==> config.mk <==
export PLATFORM = sky130hd
export DESIGN_NAME = pulse_stretcher_multi
export DESIGN_NICKNAME = d
export VERILOG_FILES = /design/src/rtl/pulse_stretcher_pkg.sv /design/src/rtl/pulse_stretcher_chan.sv /design/src/rtl/pulse_stretcher_multi.sv
export SDC_FILE = /design/constraint.sdc
export NUM_CORES = 1
export LEC_CHECK = 0
export CAP_MARGIN = 0
export CORE_UTILIZATION = 50
export CTS_CLUSTER_SIZE = 10
export DETAILED_ROUTE_END_ITERATION = 8
export PLACE_DENSITY_LB_ADDON = 0.12
export SLEW_MARGIN = 20
export SYNTH_ARGS = -nofsm -noshare
export SYNTH_HDL_FRONTEND = slang
export SYNTH_SLANG_ARGS = --single-unit
==> constraint.sdc <==
create_clock -name i_clk -period 3.2 [get_ports i_clk]
set_clock_uncertainty 0.15 [all_clocks]
set_input_delay 0.32 -clock i_clk [delete_from_list [all_inputs] [get_ports i_clk]]
set_output_delay 0.32 -clock i_clk [all_outputs]
set_load 0.005 [all_outputs]
==> src/rtl/pulse_stretcher_pkg.sv <==
// Shared types and helpers for the multi-channel pulse stretcher.
// Latency: n/a (types and constant functions only).
// Backpressure: n/a.
package pulse_stretcher_pkg;

  // Per-channel FSM state. The output is high only in ST_HOLD.
  typedef enum logic [1:0] {
    ST_IDLE  = 2'd0,
    ST_HOLD  = 2'd1,
    ST_GUARD = 2'd2
  } t_stretch_state;

  // Largest of three values. Used to size the timer so that it can reach
  // both the hold and the holdoff terminal counts.
  function automatic int max3(input int a, input int b, input int c);
    int m;
    m = a;
    if (b > m) m = b;
    if (c > m) m = c;
    return m;
  endfunction

endpackage

==> src/rtl/pulse_stretcher_chan.sv <==
// One stretch channel: trigger detect, IDLE/HOLD/GUARD Moore FSM and its timer.
// Latency: o_y rises one cycle after a trigger; o_missed is registered (one cycle).
// Backpressure: none; triggers that cannot be serviced are dropped and flagged.
//
// Ports:
//   i_clk, i_rst  clock and synchronous active-high reset
//   i_x           trigger input (level or rising edge, by parameter)
//   o_y           stretched output, decoded from the state register
//   o_missed      one-cycle flag for a trigger ignored in HOLD (no retrigger) or GUARD
module pulse_stretcher_chan
  import pulse_stretcher_pkg::*;
#(
  parameter int par_T_stretch_val = 64,
  parameter int par_T_holdoff_val = 0,
  parameter int par_retrigger     = 0,
  parameter int par_edge_detect   = 0,
  parameter int par_T_timer_bits  = 6
) (
  input  logic i_clk,
  input  logic i_rst,
  input  logic i_x,
  output logic o_y,
  output logic o_missed
);

  localparam logic [par_T_timer_bits-1:0] lp_hold_last  = par_T_timer_bits'(par_T_stretch_val - 1);
  localparam logic [par_T_timer_bits-1:0] lp_guard_last = par_T_timer_bits'(par_T_holdoff_val - 1);
  localparam bit lp_retrig = (par_retrigger != 0);
  localparam bit lp_edge   = (par_edge_detect != 0);
  localparam bit lp_guard  = (par_T_holdoff_val > 0);

  t_stretch_state              state_q, state_d;
  logic [par_T_timer_bits-1:0] timer_q, timer_d;
  logic                        x_prev_q;
  logic                        missed_q, missed_d;
  logic                        trig;

  assign trig = lp_edge ? (i_x & ~x_prev_q) : i_x;

  always_comb begin
    state_d  = state_q;
    missed_d = 1'b0;
    // Free-running timer that sticks at all-ones; every state change and
    // retrigger below overrides it with zero.
    timer_d  = (timer_q != '1) ? timer_q + 1'b1 : timer_q;
    case (state_q)
      ST_IDLE: begin
        if (trig) begin
          state_d = ST_HOLD;
          timer_d = '0;
        end
      end
      ST_HOLD: begin
        if (trig && lp_retrig) begin
          // Restart wins over expiry, so a trigger on the last hold cycle
          // still extends the pulse.
          timer_d = '0;
        end else begin
          missed_d = trig;
          if (timer_q == lp_hold_last) begin
            state_d = lp_guard ? ST_GUARD : ST_IDLE;
            timer_d = '0;
          end
        end
      end
      ST_GUARD: begin
        missed_d = trig;
        if (timer_q == lp_guard_last) begin
          state_d = ST_IDLE;
          timer_d = '0;
        end
      end
      default: begin
        state_d = ST_IDLE;
        timer_d = '0;
      end
    endcase
  end

  always_ff @(posedge i_clk) begin
    if (i_rst) begin
      state_q  <= ST_IDLE;
      timer_q  <= '0;
      x_prev_q <= 1'b0;
      missed_q <= 1'b0;
    end else begin
      state_q  <= state_d;
      timer_q  <= timer_d;
      x_prev_q <= i_x;
      missed_q <= missed_d;
    end
  end

  assign o_y      = (state_q == ST_HOLD);
  assign o_missed = missed_q;

endmodule

==> src/rtl/pulse_stretcher_multi.sv <==
// Bank of independent pulse stretchers, plus an any-active summary.
// Latency: 1 cycle trigger-to-output (0 in pass-through build); o_active_any is combinational.
// Backpressure: none; ignored triggers are reported on o_missed.
//
// Ports:
//   i_clk, i_rst  clock and synchronous active-high reset
//   i_x           per-channel triggers
//   o_y           per-channel stretched outputs
//   o_missed      per-channel ignored-trigger pulses
//   o_active_any  OR of o_y
module pulse_stretcher_multi
  import pulse_stretcher_pkg::*;
#(
  parameter int par_channels      = 4,
  parameter int par_T_stretch_val = 64,
  parameter int par_T_holdoff_val = 0,
  parameter int par_retrigger     = 0,
  parameter int par_edge_detect   = 0,
  parameter int par_T_timer_bits  = $clog2(max3(par_T_stretch_val, par_T_holdoff_val, 2))
) (
  input  logic                    i_clk,
  input  logic                    i_rst,
  input  logic [par_channels-1:0] i_x,
  output logic [par_channels-1:0] o_y,
  output logic [par_channels-1:0] o_missed,
  output logic                    o_active_any
);

  generate
    if (par_T_stretch_val == 0) begin : g_passthru
      // Zero-length stretch degenerates to a wire; no state at all.
      logic unused_clk_rst;
      assign unused_clk_rst = i_clk ^ i_rst;
      assign o_y            = i_x;
      assign o_missed       = '0;
    end else begin : g_stretch
      for (genvar g = 0; g < par_channels; g++) begin : g_chan
        pulse_stretcher_chan #(
          .par_T_stretch_val(par_T_stretch_val),
          .par_T_holdoff_val(par_T_holdoff_val),
          .par_retrigger    (par_retrigger),
          .par_edge_detect  (par_edge_detect),
          .par_T_timer_bits (par_T_timer_bits)
        ) u_chan (
          .i_clk   (i_clk),
          .i_rst   (i_rst),
          .i_x     (i_x[g]),
          .o_y     (o_y[g]),
          .o_missed(o_missed[g])
        );
      end
    end
  endgenerate

  assign o_active_any = |o_y;

endmodule

Yosys cells after proc, flatten, opt, wreduce, memory -nomap -nowiden
Index checks and enable logic that the tools add are counted.
W data, S select, Z words.
{ "classes": {"shift": 0, "mux": 28, "bitwise_logic": 4, "add_sub_neg": 4, "div": 0, "mul": 0, "n_lt_le_gt_ge": 0, "n_eq_ne": 24, "n_reduce_logical": 17} }
{ "op_table": {"columns": ["operator", "n"], "rows": [
  ["$mux W6", 12],
  ["$pmux W6 S2", 4],
  ["$add A6 B1 Y6 const B", 4],
  ["$eq A6 B6 Y1 const B", 4],
  ["$ne A6 B6 Y1 const B", 4],
  ["$mux W2", 8],
  ["$pmux W2 S2", 4],
  ["$reduce_or A2 Y1", 8],
  ["$eq A2 B1 Y1 const B", 4],
  ["$eq A2 B2 Y1 const B", 4],
  ["$logic_not A2 Y1", 4],
  ["$ne A2 B1 Y1 const B", 4],
  ["$ne A2 B2 Y1 const B", 4],
  ["$reduce_and A2 Y1", 4],
  ["$not A1 Y1", 4],
  ["$reduce_or A4 Y1", 1]
]} }
{ "word_totals": {"mem_bits_rw": 0, "reg_bits": 36, "latchBits": 0, "output_inout_bits": 9, "elab_cells": 89, "n_memories": 0, "mem_bits_ro": 0, "inputBits": 6} }

Longest topological paths before layout
{ "depth": {"word_depth": 4, "ltp_mapped": 8, "mapped_depth_nobuf": 8} }

Cells and area by module
Synthesis repeated with hierarchy kept, for this count alone.
{ "hier_totals": {"cells_unflattened": 161, "hier_area_um2": 1570.3} }
{ "by_module_without_submodules": {"columns": ["module", "instances", "area_each_um2", "seq_area_each_um2", "cells_per_inst"], "rows": [
  ["pulse_stretcher_chan (g_stretch.g_chan[0].u_chan ...)", 3, 387.9, 160.2, 40],
  ["pulse_stretcher_chan (g_stretch.g_chan[3].u_chan)", 1, 399.1, 160.2, 40],
  ["pulse_stretcher_multi", 1, 7.5, 0.0, 1]
]} }

Worst setup path after synthesis
OpenSTA, ideal clock, no wires.
{ "synth_timing": {"path_kind": "register -> register", "startpoint": "reg g_stretch.g_chan[2].u_chan.timer_q[0]", "endpoint": "reg g_stretch.g_chan[2].u_chan.timer_q[0]", "setup_time_ns": 0.128, "t_required_ns": 2.922, "setup_slack_ns": 1.482, "arrival_ns": 1.440, "synth_period_minus_slack_ns": 1.718, "stages_incl_launch_ff": 9, "path_buffers": 0, "cell_sequence": "dfxtp_1 -> ha_1 -> and3_1 -> and3_2 -> inv_1 -> ha_1 -> nor3_1 -> a21oi_1 -> nor2_1"} }
{ "synth_via": {"elab_chain_len": 4, "elab_cells_between_ends": 7, "cone_classes": "1 x add/sub; 2 x eq/ne; 4 x mux"} }
{ "synth_lines": {"columns": ["item", "line", "source"], "rows": [
  ["from (decl)", "pulse_stretcher_chan.sv:33", "logic [par_T_timer_bits-1:0] timer_q, timer_d;"],
  ["from (signal assigned)", "pulse_stretcher_chan.sv:88", "timer_q <= timer_d;"],
  ["$add A6 B1 Y6 / $ne A6 B6 Y1 (equally long branches)", "pulse_stretcher_chan.sv:45", "timer_d = (timer_q != '1) ? timer_q + 1'b1 : timer_q;"],
  ["$mux W6", "pulse_stretcher_chan.sv:45", null],
  ["$mux W6, on equally long branches", "pulse_stretcher_chan.sv:60, pulse_stretcher_chan.sv:68, pulse_stretcher_chan.sv:48", null],
  ["$pmux W6 S2 (*)", "pulse_stretcher_chan.sv:46", "case (state_q)"]
]} }
Every way passes the cells marked *; elsewhere a longest branch is shown, timed or not.
A chain may end at the register's enable or synchronous reset.

Worst setup path after layout
{ "layout_timing": {"startpoint": "reg g_stretch.g_chan[0].u_chan.state_q[0]", "endpoint": "out o_active_any"} }
{ "layout_via": {"elab_chain_len": 2} }
{ "layout_lines": {"columns": ["item", "line", "source"], "rows": [
  ["from (decl)", "pulse_stretcher_chan.sv:32", "t_stretch_state state_q, state_d;"],
  ["from (signal assigned)", "pulse_stretcher_chan.sv:87", "state_q <= state_d;"],
  ["$eq A2 B1 Y1", "pulse_stretcher_chan.sv:94", "assign o_y = (state_q == ST_HOLD);"],
  ["$reduce_or A4 Y1", "pulse_stretcher_multi.sv:55", "assign o_active_any = |o_y;"],
  ["to (decl)", "pulse_stretcher_multi.sv:26", "output logic o_active_any"]
]} }
Every way passes these cells.

==> out/qor.yml <==
outcome:
  status: "finished with violations"
  violations: "DRC"
clocking:
  cts_tree: "done"
  clk_pin_slew_ns: 0.10
  cts_resized: 0
  hold_buffers: 0
  clk_path_buf_depth: 2
  post_cts_buffers: 0
  root_buffer: "clkbuf_4"
  cts.sink_count: 32
  cts_buffers: 5
  cts_htree_levels: 2
  clk_latency_ns: 0.34
global_route:
  grt_max_degree: 17
  antenna_found_initial: 0
  grt_pass1_vias: 1193
  overflow: 0
  grt_usage: 0.189
  grt_pass1_wl_mm: 4.85
power_and_ir_drop:
  internal_power_w: 0.000555
  switching_power_w: 0.000186
  p_leak_nw: 0.642
  power_frac_comb: 0.092
  total_power_w: 0.000741
  clockPowerShare: 0.330
  switching_share: 0.250
  p_seq_frac: 0.578
  vdd_drop_max_uv: 239
  power.density_nw_per_um2: 432
cells_and_area:
  final_nets: 208
  area_growth_pct: 9.52
  final_area_sq_um: 1710
  layout_commonest_cell: "dfxtp_1"
  final_cell_mix: "32 x dfxtp_1, 26 x nor2_1, 14 x nand2_1, 14 x clkdlybuf4s50_1, 13 x a21oi_1"
  diodes: 0
  drive_gt1_frac: 0.0718
  final_cells: 226
yosys:
  synth_fp_nets: 200
  synth_ff_type: "dfxtp_1"
  ys_ff_latch: 32
  yosysSeqAreaShare: 0.410
  yosysUniqueCellTypes: 39
  synth-edff-count: 0
  synthArstFlopShare: 0
  yosysWarnings: 0
  syn_area_sq_um: 1560
  syn-instance-count: 186
  syn_area_per_cell_sq_um: 8.41
sta:
  finalHoldViolCount: 0
  worstMarginPinSlew_ns: 0.539
  setup_viol: 0
  setup_tns_ns: 0
  rsz0062_at_grt: "false"
  fmax_mhz: 482
  maxSlewHeadroom: 0.640
  fin_crit_sh: 0.649
  fin_crit_ns: 2.08
  finalMaxSlewViolations: 0
worst_setup_path:
  reg2reg_slack_ns: 1.27
  end_kind: "output port"
  critPathMaxFanout: 10
  worstReg2RegEnd: "g_stretch.g_chan[0].u_chan.timer_q[0]$_SDFF_PP0_"
  r2r_start: "g_stretch.g_chan[0].u_chan.timer_q[0]$_SDFF_PP0_"
  cp-start-kind: "flop"
  cp.arrival_ns: 1.61
  ff2ff_path_depth: 8
  cp-startpoint: "g_stretch.g_chan[0].u_chan.state_q[0]$_SDFFE_PP0P_"
  crit_end: "o_active_any"
  criticalPathCategory: "flop to output port"
  required_ns: 2.73
min_path:
  hold_class: "flop to flop"
  hold_depth: 2
drt:
  dr.pass1.iters: 8
  drc: 2
  num_vias: 1267
  wl_per_cell_microns: 12.1
  antenna_left: 0
  via_per_inst: 5.61
  routed_wl_mm: 2.73
  first_iter_violations: 58
placed_design:
  dpl-instance-area_sq_um: 1650
  dp_cells: 218
  gp_congestion: 0.817
  portBuffers: 14
  hpwlAfterDp_mm: 2.00
floorplanning:
  ios: 15
  initial_core_util: 0.548
  dieArea_sq_um: 3360
  die_y_microns: 57.9
  std_cell_rows: 19
  core-area_sq_um: 2850
  die_w_microns: 57.9
job:
  maxCapViolCount: 0
## Yosys cell counts, types with 3 or more instances
cell type,count,area (sq um)
a211oi_1,5,37.5
a21o_1,5,37.5
a21oi_1,13,65.1
and3_1,5,31.3
buf_4,8,60.1
dfxtp_1,32,641
ha_1,8,100
inv_1,8,30.0
nand2_1,14,52.6
nand2b_1,3,18.8
nand3_1,12,60.1
nor2_1,26,97.6
nor3_1,7,35.0
o211ai_1,4,30.0
o21ai_0,7,35.0
## kinds of logic after synthesis
logic type	synth area share
adders and majority gates	0.0640
AOI/OAI and AO/OA	0.168
buffers and inverters	0.0808
and+or+nand+nor	0.261
xor gates and xnor gates	0.0168
DFF	0.410
## per-layer routing
metal | GRT usage | up-vias | share of wire
met2 | 0.289 | 29 | 0.45
met1 | 0.231 | 574 | 0.47
met5 | 0 | - | 0
li1 | - | 656 | -
met4 | 0.119 | 0 | 0.023
met3 | 0.0580 | 8 | 0.052
## worst min path at each step
stage	start	end	slack [ns]
3_3_place_gp	g_stretch.g_chan[1].u_chan.timer_q[1]$_SDFF_PP0_	g_stretch.g_chan[1].u_chan.timer_q[1]$_SDFF_PP0_	0.34
4_1_cts	g_stretch.g_chan[1].u_chan.timer_q[1]$_SDFF_PP0_	g_stretch.g_chan[1].u_chan.timer_q[1]$_SDFF_PP0_	0.37
2_1_floorplan	i_x[0]	g_stretch.g_chan[0].u_chan.o_missed$_SDFF_PP0_	0.29
6_report	g_stretch.g_chan[1].u_chan.timer_q[1]$_SDFF_PP0_	g_stretch.g_chan[1].u_chan.timer_q[1]$_SDFF_PP0_	0.36
3_5_place_dp	g_stretch.g_chan[1].u_chan.timer_q[1]$_SDFF_PP0_	g_stretch.g_chan[1].u_chan.timer_q[1]$_SDFF_PP0_	0.35
5_1_grt	g_stretch.g_chan[1].u_chan.timer_q[1]$_SDFF_PP0_	g_stretch.g_chan[1].u_chan.timer_q[1]$_SDFF_PP0_	0.39
## power groups by stage
stage	sequential [W]	clock [W]	combinational, W
after detailed placement	0.000438	0	0.0000690
after global routing	0.000431	0.000267	0.0000796
after CTS	0.000428	0.000253	0.0000693
after global placement	0.000437	0	0.0000667
final	0.000428	0.000244	0.0000683
after floorplan	0.000431	0	0.0000521
## stage by stage
step	hold slack, ns	worst slack (ns)	util
6_report	0.362	1.12	0.600
4_1_cts	0.367	1.09	0.600
5_1_grt	0.387	1.01	0.600
2_1_floorplan	0.291	1.48	-
3_3_place_gp	0.342	1.34	0.580
3_5_place_dp	0.351	1.31	0.580
## sequential cells by signal, indices dropped and copies added (netlist names)
| register | flops |
|---|---|
| g_stretch.g_chan.u_chan.timer_q | 24 |
| g_stretch.g_chan.u_chan.o_missed | 4 |
| g_stretch.g_chan.u_chan.state_q | 4 |
## final cells by class
cell class,count,area (sq um)
Sequential cell,32,641
Timing Repair Buffer,14,140
Multi-Input combinational cell,131,797
Inverter,10,37.5
Clock buffer,8,58.8
Tap cell,31,38.8
Fill cell,251,1140
## worst max-delay path: stages (launching register included)
cell and delay (ns):
dfxtp_1 0.49, inv_1 0.14, nand4_1 0.13, clkdlybuf4s50_1 0.51
Note: power is estimated with default switching activity, not from simulation.
